$ cat src/rtl/gtfwizard_raw_drp_pkg.sv
// Shared DRP op codes, FSM states and watchdog default for the
// GTF common DRP master.
package gtfwizard_raw_drp_pkg;

  localparam logic [1:0] DRP_OP_READ  = 2'd0;
  localparam logic [1:0] DRP_OP_WRITE = 2'd1;
  localparam logic [1:0] DRP_OP_RMW   = 2'd2;

  localparam int unsigned DRP_TIMEOUT_CYC = 1024;

  typedef enum logic [2:0] {
    ST_IDLE,
    ST_RD_EN,
    ST_RD_WAIT,
    ST_WR_EN,
    ST_WR_WAIT,
    ST_RESP
  } drp_state_t;

endpackage

$ cat src/rtl/gtfwizard_raw_cm_drp_master.sv
// DRP initiator for the GTF common block: read, write and RMW.
// Define GTF_CM_DRP_TIMEOUT_EN to build in the drprdy watchdog.
module gtfwizard_raw_cm_drp_master
  import gtfwizard_raw_drp_pkg::*;
#(
  parameter int          ADDR_W      = 16,
  parameter int          DATA_W      = 16,
  parameter int unsigned TIMEOUT_CYC = DRP_TIMEOUT_CYC
) (
  input  logic              gtf_cm_drpclk,
  input  logic              gtf_cm_drprst,
  input  logic              cmd_valid,
  output logic              cmd_ready,
  input  logic [1:0]        cmd_op,
  input  logic [ADDR_W-1:0] cmd_addr,
  input  logic [DATA_W-1:0] cmd_wdata,
  input  logic [DATA_W-1:0] cmd_mask,
  output logic              rsp_valid,
  input  logic              rsp_ready,
  output logic [DATA_W-1:0] rsp_data,
  output logic              rsp_err,
  output logic              gtf_cm_drpen,
  output logic              gtf_cm_drpwe,
  output logic [ADDR_W-1:0] gtf_cm_drpaddr,
  output logic [DATA_W-1:0] gtf_cm_drpdi,
  input  logic [DATA_W-1:0] gtf_cm_drpdo,
  input  logic              gtf_cm_drprdy
);

  drp_state_t        state_q, state_d;
  logic [1:0]        op_q, op_d;
  logic [ADDR_W-1:0] addr_q, addr_d;
  logic [DATA_W-1:0] wr_q, wr_d;
  logic [DATA_W-1:0] mask_q, mask_d;
  logic [DATA_W-1:0] rd_q, rd_d;

`ifdef GTF_CM_DRP_TIMEOUT_EN
  localparam int CNT_W = $clog2(TIMEOUT_CYC + 1);
  logic [CNT_W-1:0] cnt_q, cnt_d;
  logic             err_q, err_d;
  logic             to_hit;
  assign to_hit  = (cnt_q == CNT_W'(TIMEOUT_CYC - 1));
  assign rsp_err = err_q;
`else
  logic unused_timeout;
  assign unused_timeout = (TIMEOUT_CYC < 2);
  assign rsp_err = 1'b0;
`endif

  always_ff @(posedge gtf_cm_drpclk) begin
    if (gtf_cm_drprst) begin
      state_q <= ST_IDLE;
      op_q    <= DRP_OP_READ;
      addr_q  <= '0;
      wr_q    <= '0;
      mask_q  <= '0;
      rd_q    <= '0;
`ifdef GTF_CM_DRP_TIMEOUT_EN
      cnt_q   <= '0;
      err_q   <= 1'b0;
`endif
    end else begin
      state_q <= state_d;
      op_q    <= op_d;
      addr_q  <= addr_d;
      wr_q    <= wr_d;
      mask_q  <= mask_d;
      rd_q    <= rd_d;
`ifdef GTF_CM_DRP_TIMEOUT_EN
      cnt_q   <= cnt_d;
      err_q   <= err_d;
`endif
    end
  end

  always_comb begin
    state_d = state_q;
    op_d    = op_q;
    addr_d  = addr_q;
    wr_d    = wr_q;
    mask_d  = mask_q;
    rd_d    = rd_q;
`ifdef GTF_CM_DRP_TIMEOUT_EN
    cnt_d   = cnt_q;
    err_d   = err_q;
`endif
    unique case (state_q)
      ST_IDLE: begin
        if (cmd_valid) begin
          op_d   = cmd_op;
          addr_d = cmd_addr;
          wr_d   = cmd_wdata;
          mask_d = cmd_mask;
          rd_d   = '0;
`ifdef GTF_CM_DRP_TIMEOUT_EN
          err_d  = 1'b0;
`endif
          state_d = (cmd_op == DRP_OP_WRITE) ? ST_WR_EN : ST_RD_EN;
        end
      end
      ST_RD_EN: begin
`ifdef GTF_CM_DRP_TIMEOUT_EN
        cnt_d = '0;
`endif
        state_d = ST_RD_WAIT;
      end
      ST_RD_WAIT: begin
        if (gtf_cm_drprdy) begin
          rd_d = gtf_cm_drpdo;
          if (op_q == DRP_OP_RMW) begin
            // Merge uses the live drpdo so the write can issue next cycle.
            wr_d    = (gtf_cm_drpdo & ~mask_q) | (wr_q & mask_q);
            state_d = ST_WR_EN;
          end else begin
            state_d = ST_RESP;
          end
        end
`ifdef GTF_CM_DRP_TIMEOUT_EN
        else if (to_hit) begin
          rd_d    = '0;
          err_d   = 1'b1;
          state_d = ST_RESP;
        end else begin
          cnt_d = cnt_q + 1'b1;
        end
`endif
      end
      ST_WR_EN: begin
`ifdef GTF_CM_DRP_TIMEOUT_EN
        cnt_d = '0;
`endif
        state_d = ST_WR_WAIT;
      end
      ST_WR_WAIT: begin
        if (gtf_cm_drprdy) begin
          state_d = ST_RESP;
        end
`ifdef GTF_CM_DRP_TIMEOUT_EN
        else if (to_hit) begin
          rd_d    = '0;
          err_d   = 1'b1;
          state_d = ST_RESP;
        end else begin
          cnt_d = cnt_q + 1'b1;
        end
`endif
      end
      ST_RESP: begin
        if (rsp_ready) begin
          state_d = ST_IDLE;
        end
      end
      default: state_d = ST_IDLE;
    endcase
  end

  assign cmd_ready      = (state_q == ST_IDLE) & ~gtf_cm_drprst;
  assign rsp_valid      = (state_q == ST_RESP);
  assign rsp_data       = rd_q;
  assign gtf_cm_drpen   = (state_q == ST_RD_EN) | (state_q == ST_WR_EN);
  assign gtf_cm_drpwe   = (state_q == ST_WR_EN);
  assign gtf_cm_drpaddr = addr_q;
  assign gtf_cm_drpdi   = wr_q;

endmodule

$ cat config.mk
export PLATFORM = sky130hd
export DESIGN_NAME = gtfwizard_raw_cm_drp_master
export DESIGN_NICKNAME = d
export VERILOG_FILES = /design/src/rtl/gtfwizard_raw_drp_pkg.sv /design/src/rtl/gtfwizard_raw_cm_drp_master.sv
export SDC_FILE = /design/constraint.sdc
export NUM_CORES = 1
export LEC_CHECK = 0
export ABC_AREA = 1
export BUFFER_PORTS_ARGS = -buffer_cell sky130_fd_sc_hd__clkbuf_2
export CORE_MARGIN = 2
export CORE_UTILIZATION = 50
export CTS_BUF_LIST = sky130_fd_sc_hd__clkbuf_4
export DETAILED_ROUTE_END_ITERATION = 7
export GPL_ROUTABILITY_DRIVEN = 0
export PLACE_DENSITY = 0.83
export SLEW_MARGIN = 20
export SYNTH_ARGS = -nofsm -noshare
export SYNTH_HDL_FRONTEND = slang
export SYNTH_SLANG_ARGS = --single-unit
$ cat constraint.sdc
create_clock -name gtf_cm_drpclk -period 1.8 [get_ports gtf_cm_drpclk]
set_input_delay 0.09 -clock gtf_cm_drpclk [delete_from_list [all_inputs] [get_ports gtf_cm_drpclk]]
set_output_delay 0.09 -clock gtf_cm_drpclk [all_outputs]
set_load 0.05 [all_outputs]
* Word-level counts from Yosys, hierarchy flattened *
Cells that the tools add are included.

operators by class
  reductions and logical operators = 6
  bitwise operators = 7
  muxes and demuxes = 14
  equal/unequal tests = 12

operator list
  cell                                                 number
  two-way mux 16 bit                                   5
  one-hot mux 16 bit (2 select lines)                  2
  bitwise AND 16 bit                                   2
  one-hot mux 3 bit (6 select lines)                   1
  NOT 16 bit                                           1
  OR 16 bit                                            1
  two-way mux 3 bit                                    5
  != test 2 bit, second input constant                 4
  AND reduction 4 bit                                  2
  equality test 3 x 2 -> 1 bit, second input constant  2
  equality test 3 bit, second input constant           2
  equality test 3 x 1 -> 1 bit, second input constant  1
  logical NOT 3 bit                                    1
  AND reduction 3 bit                                  1
  equality test 2 x 1 -> 1 bit, second input constant  1
  equality test 2 bit, second input constant           1
  two-way mux 2 bit                                    1
  != test 2 x 1 -> 1 bit, second input constant        1
  AND reduction 2 bit                                  1
  nonzero test 2 bit                                   1
  bitwise AND 1 bit                                    1
  NOT 1 bit                                            1
  OR 1 bit                                             1

word-level totals
  bits in registers = 69
  output and inout port bits = 53

* Depth between registers and ports, before layout *
  depth in word-level cells = 6
  mapped depth = 10
  mapped depth without buffers = 9

* Least setup slack after synthesis *
OpenSTA, ideal clock, no wires.

  path kind = reg2reg
  start point = register state_q[0]
  end point = register state_q[1]
  stages on the path, launching flop included = 8
  clock period less this slack = 1.752 ns
  arrival time = 1.633 ns
  slack = 0.048 ns
  library setup time = 0.118 ns
  path through = dfxtp_1 -> nand2_1 -> nor2_1 -> nand2_1 -> nand2_1 -> nor2_1 -> nand2_1 -> a21oi_1

on the way
  cells in the longest elaborated chain, start to end = 3
  elaborated cells on any way between the ends = 12
  classes of those cells = 9 x eq/ne; 1 x mux; 2 x reduce/logical

RTL lines
  element                                  line                               text
  start: declaration                       gtfwizard_raw_cm_drp_master.sv:30  drp_state_t state_q, state_d;
  start signal: assignment                 gtfwizard_raw_cm_drp_master.sv:63  state_q <= state_d;
  equality test 3 bit (*)                  n/a
  via rsp_valid                            gtfwizard_raw_cm_drp_master.sv:18  output logic rsp_valid,
  != test 2 x 1 -> 1 bit (no source line)  n/a
  AND reduction 4 bit (no source line)     n/a

Mark *: on every way through the listed nets, which the timed path passes. The rest lies on a longest branch.
A chain may end at the register's enable or synchronous reset.

* Final worst setup path *
  start point = register state_q[0]
  end point = output cmd_ready

on the way
  cells in the longest elaborated chain, start to end = 2

RTL lines
  element            line                                text
  logical NOT 3 bit  gtfwizard_raw_cm_drp_master.sv:157  assign cmd_ready = (state_q == ST_IDLE) & ~gtf_cm_drprst;
  bitwise AND 1 bit  gtfwizard_raw_cm_drp_master.sv:157
  end: declaration   gtfwizard_raw_cm_drp_master.sv:13   output logic cmd_ready,

Every way passes these cells.

==> flow_summary.yaml <==
cts:
  max-clock-path-buffers: 2
  cts_made_buffers: 9
  path_clk_slew_ns: 0.12
  cts_root_buffer: "clkbuf_4"
  h-tree-depth: 3
  clock_latency_ns: 0.41
  clock-sinks: 69
  cts_tree: "done"
global_route:
  grt_first_pass_wirelength_mm: 13.8
  grt_max_degree: 42
  grt_overflow: 0
  grt_pass1_vias: 3219
  antenna_found_initial: 0
  grtUsageTotal_pct: 27.0
run_status:
  outcome: "finished, final reports clean"
setup_path:
  worst_setup_path_end_kind: "primary output"
  path_cells: "nor2_2, nand2_1, nor2_1, clkbuf_2"
  cp-start-kind: "register"
  cpPeakStageDelay_ns: 0.41
  worst-path-buf-inv: 1
  cp.arrival_ns: 1.62
  crit_required_ns: 1.71
  crit_type: "register to primary output"
  slowest_stage: "dfxtp_1"
  worstPathMaxFanout: 7
  critPathTopFamily: "simple AND/OR/NAND/NOR gates"
sta:
  slew_violations: 0
  setup_viol: 0
  max_clock_freq_mhz: 583
  setup_slack_ns: 0.0861
  holdWs_ns: 0.00949
  finalCritPeriodShare_pct: 95.2
  finalCriticalPeriod_ns: 1.71
  clock_skew_ns: 0.0124
  rsz0062_at_grt: "false"
  hold_violations: 0
  tns_ns: 0
synth:
  syn-cell-area_mm2: 0.00300
  synth-seq-cells: 69
  synth_area_per_cell_um2: 6.94
  synthDominantCellAreaShare_pct: 46.1
  synth_fa_ha_area_share_pct: 0
  synthCells: 432
  syn_nets: 503
  synth_compound_area_share_pct: 21.0
  synthDistinctLibCells: 20
  synthSimpleGateAreaFrac_pct: 21.2
  seq_area_frac_synth_pct: 46.1
  yosys.area.top_type: "dfxtp_1"
  synth_mux_area_share_pct: 0
  synth_top_family_by_area: "simple AND/OR/NAND/NOR gates"
  yosys_warnings: 0
  synth.area.top_cells: "dfxtp_1 46%, nand2_1 11%, a21oi_1 9.2%, inv_1 6.6%, o21ai_0 6.5%"
  synth-xor-area-share_pct: 0
power_and_ir_drop:
  p_sw_mw: 4.42
  p_per_area_mw_per_mm2: 1960
  swShare_pct: 51.1
  finalPower_mw: 8.65
  internal_power_mw: 4.23
  p_comb_share_pct: 54.4
  p_leak_nw: 2.15
  seqPwrFrac_pct: 29.0
  power_frac_clock_pct: 16.6
  ir_drop_v: 0.00144
floorplanning:
  pin_count: 124
  dieArea_mm2: 0.00663
  rows: 28
  coreArea_mm2: 0.00585
  initial_core_util_pct: 51.2
  die_x_um: 81.4
  fp.dieH_um: 81.4
routing:
  vias: 3443
  first_pass_iters: 4
  wl_per_cell_um: 12.9
  drcViolationCount: 0
  via_per_inst: 5.03
  drt-initial-drc-count: 212
  routed_wl_mm: 8.87
  antenna_left: 0
layout:
  antenna_cells: 0
  nFillCells: 428
  syn_to_final_growth_pct: 47.3
  utilization_pct: 75.5
  layout-drive-gt1-share_pct: 25.7
  layout.cells.non_filler: 685
  final_area_mm2: 0.00442
  fin_nets: 676
place:
  dp_hpwl_mm: 5.44
  place.port_buffers: 122
  dp_cells: 614
  dpl-instance-area_mm2: 0.00365
  place_worst_setup_slack_ns: 0.275
worst_hold_path:
  hp-class: "primary input to register"
job:
  maxCapViolations: 0
[layer usage]
layer	share of wire [%]	track usage (%)
met1	38	29.1
met5	0	0
met4	2.9	16.4
met2	52	48.3
met3	6.8	5.71
[power groups by stage]
stage | Combinational, mW | Sequential (mW) | Clock [mW]
2_1_floorplan | 2.21 | 3.90 | 0
3_3_place_gp | 4.46 | 2.50 | 0
3_5_place_dp | 4.57 | 2.52 | 0
4_1_cts | 4.68 | 2.49 | 1.45
5_1_grt | 5.12 | 2.57 | 1.52
6_report | 4.70 | 2.51 | 1.44
[worst min-delay path, stage by stage]
cell and delay, ns:
clkbuf_2 0.08, nand2_1 0.04, o21ai_1 0.06, nor2_1 0.04, nor2_1 0.08
[repair_timing]
action / CTS / global route
hold endpoints to repair: 55 / 0
buffers inserted: 0 / 0
resized for setup: 0 / 0
hold buffers: 55 / 0
[area by class of cell]
cell class	instances	area [um2]	share of cell area, %
well taps	75	93.8	2.13
clock buffers	10	75.1	1.70
clock inverters	6	135	3.06
inverters	57	214	4.85
multi-input cells	282	1270	28.9
repair buffers	186	1240	28.1
flip-flops and latches	69	1380	31.3
[kinds of logic after synthesis]
logic type,after synthesis
compound gates,125
buf+inv,81
flops,69
other cells,1
simple gates,156
[synthesized netlist by cell type (all sizes together)]
| cell | n |
|---|---|
| nor2 | 40 |
| dfxtp | 69 |
| nand2 | 93 |
| a21oi | 55 |
| o21ai | 70 |
| inv | 57 |
| nand3 | 22 |
| buf | 12 |
| clkbuf | 12 |
| conb | 1 |
| nand3b | 1 |
[path summary, 6_finish.rpt]
kind / startpoint / to / slack (ns) / depth (start not counted)
worst max register to register: state_q[0] / register / 0.21 / 7
worst min register to register: op_q[1] / op_q[1] / 0.46 / 2
worst min-delay path: cmd_wdata[5] / register / 0.009 / 5
worst max-delay path: state_q[0] / cmd_ready / 0.09 / 4
[cells in the final DEF, fill, tap and decap left out, drive strengths merged]
master,Yosys,routed
o21ai,70,70
a21oi,55,55
bufinv,0,4
dfxtp,69,69
nand2,93,93
nand3,22,22
dlygate4sd3,0,55
nand3b,1,1
nor2,40,40
buf,12,9
clkbuf,12,132
inv,57,57
conb,1,1
clkinvlp,0,2
Note: power is estimated with default switching activity, not from simulation.
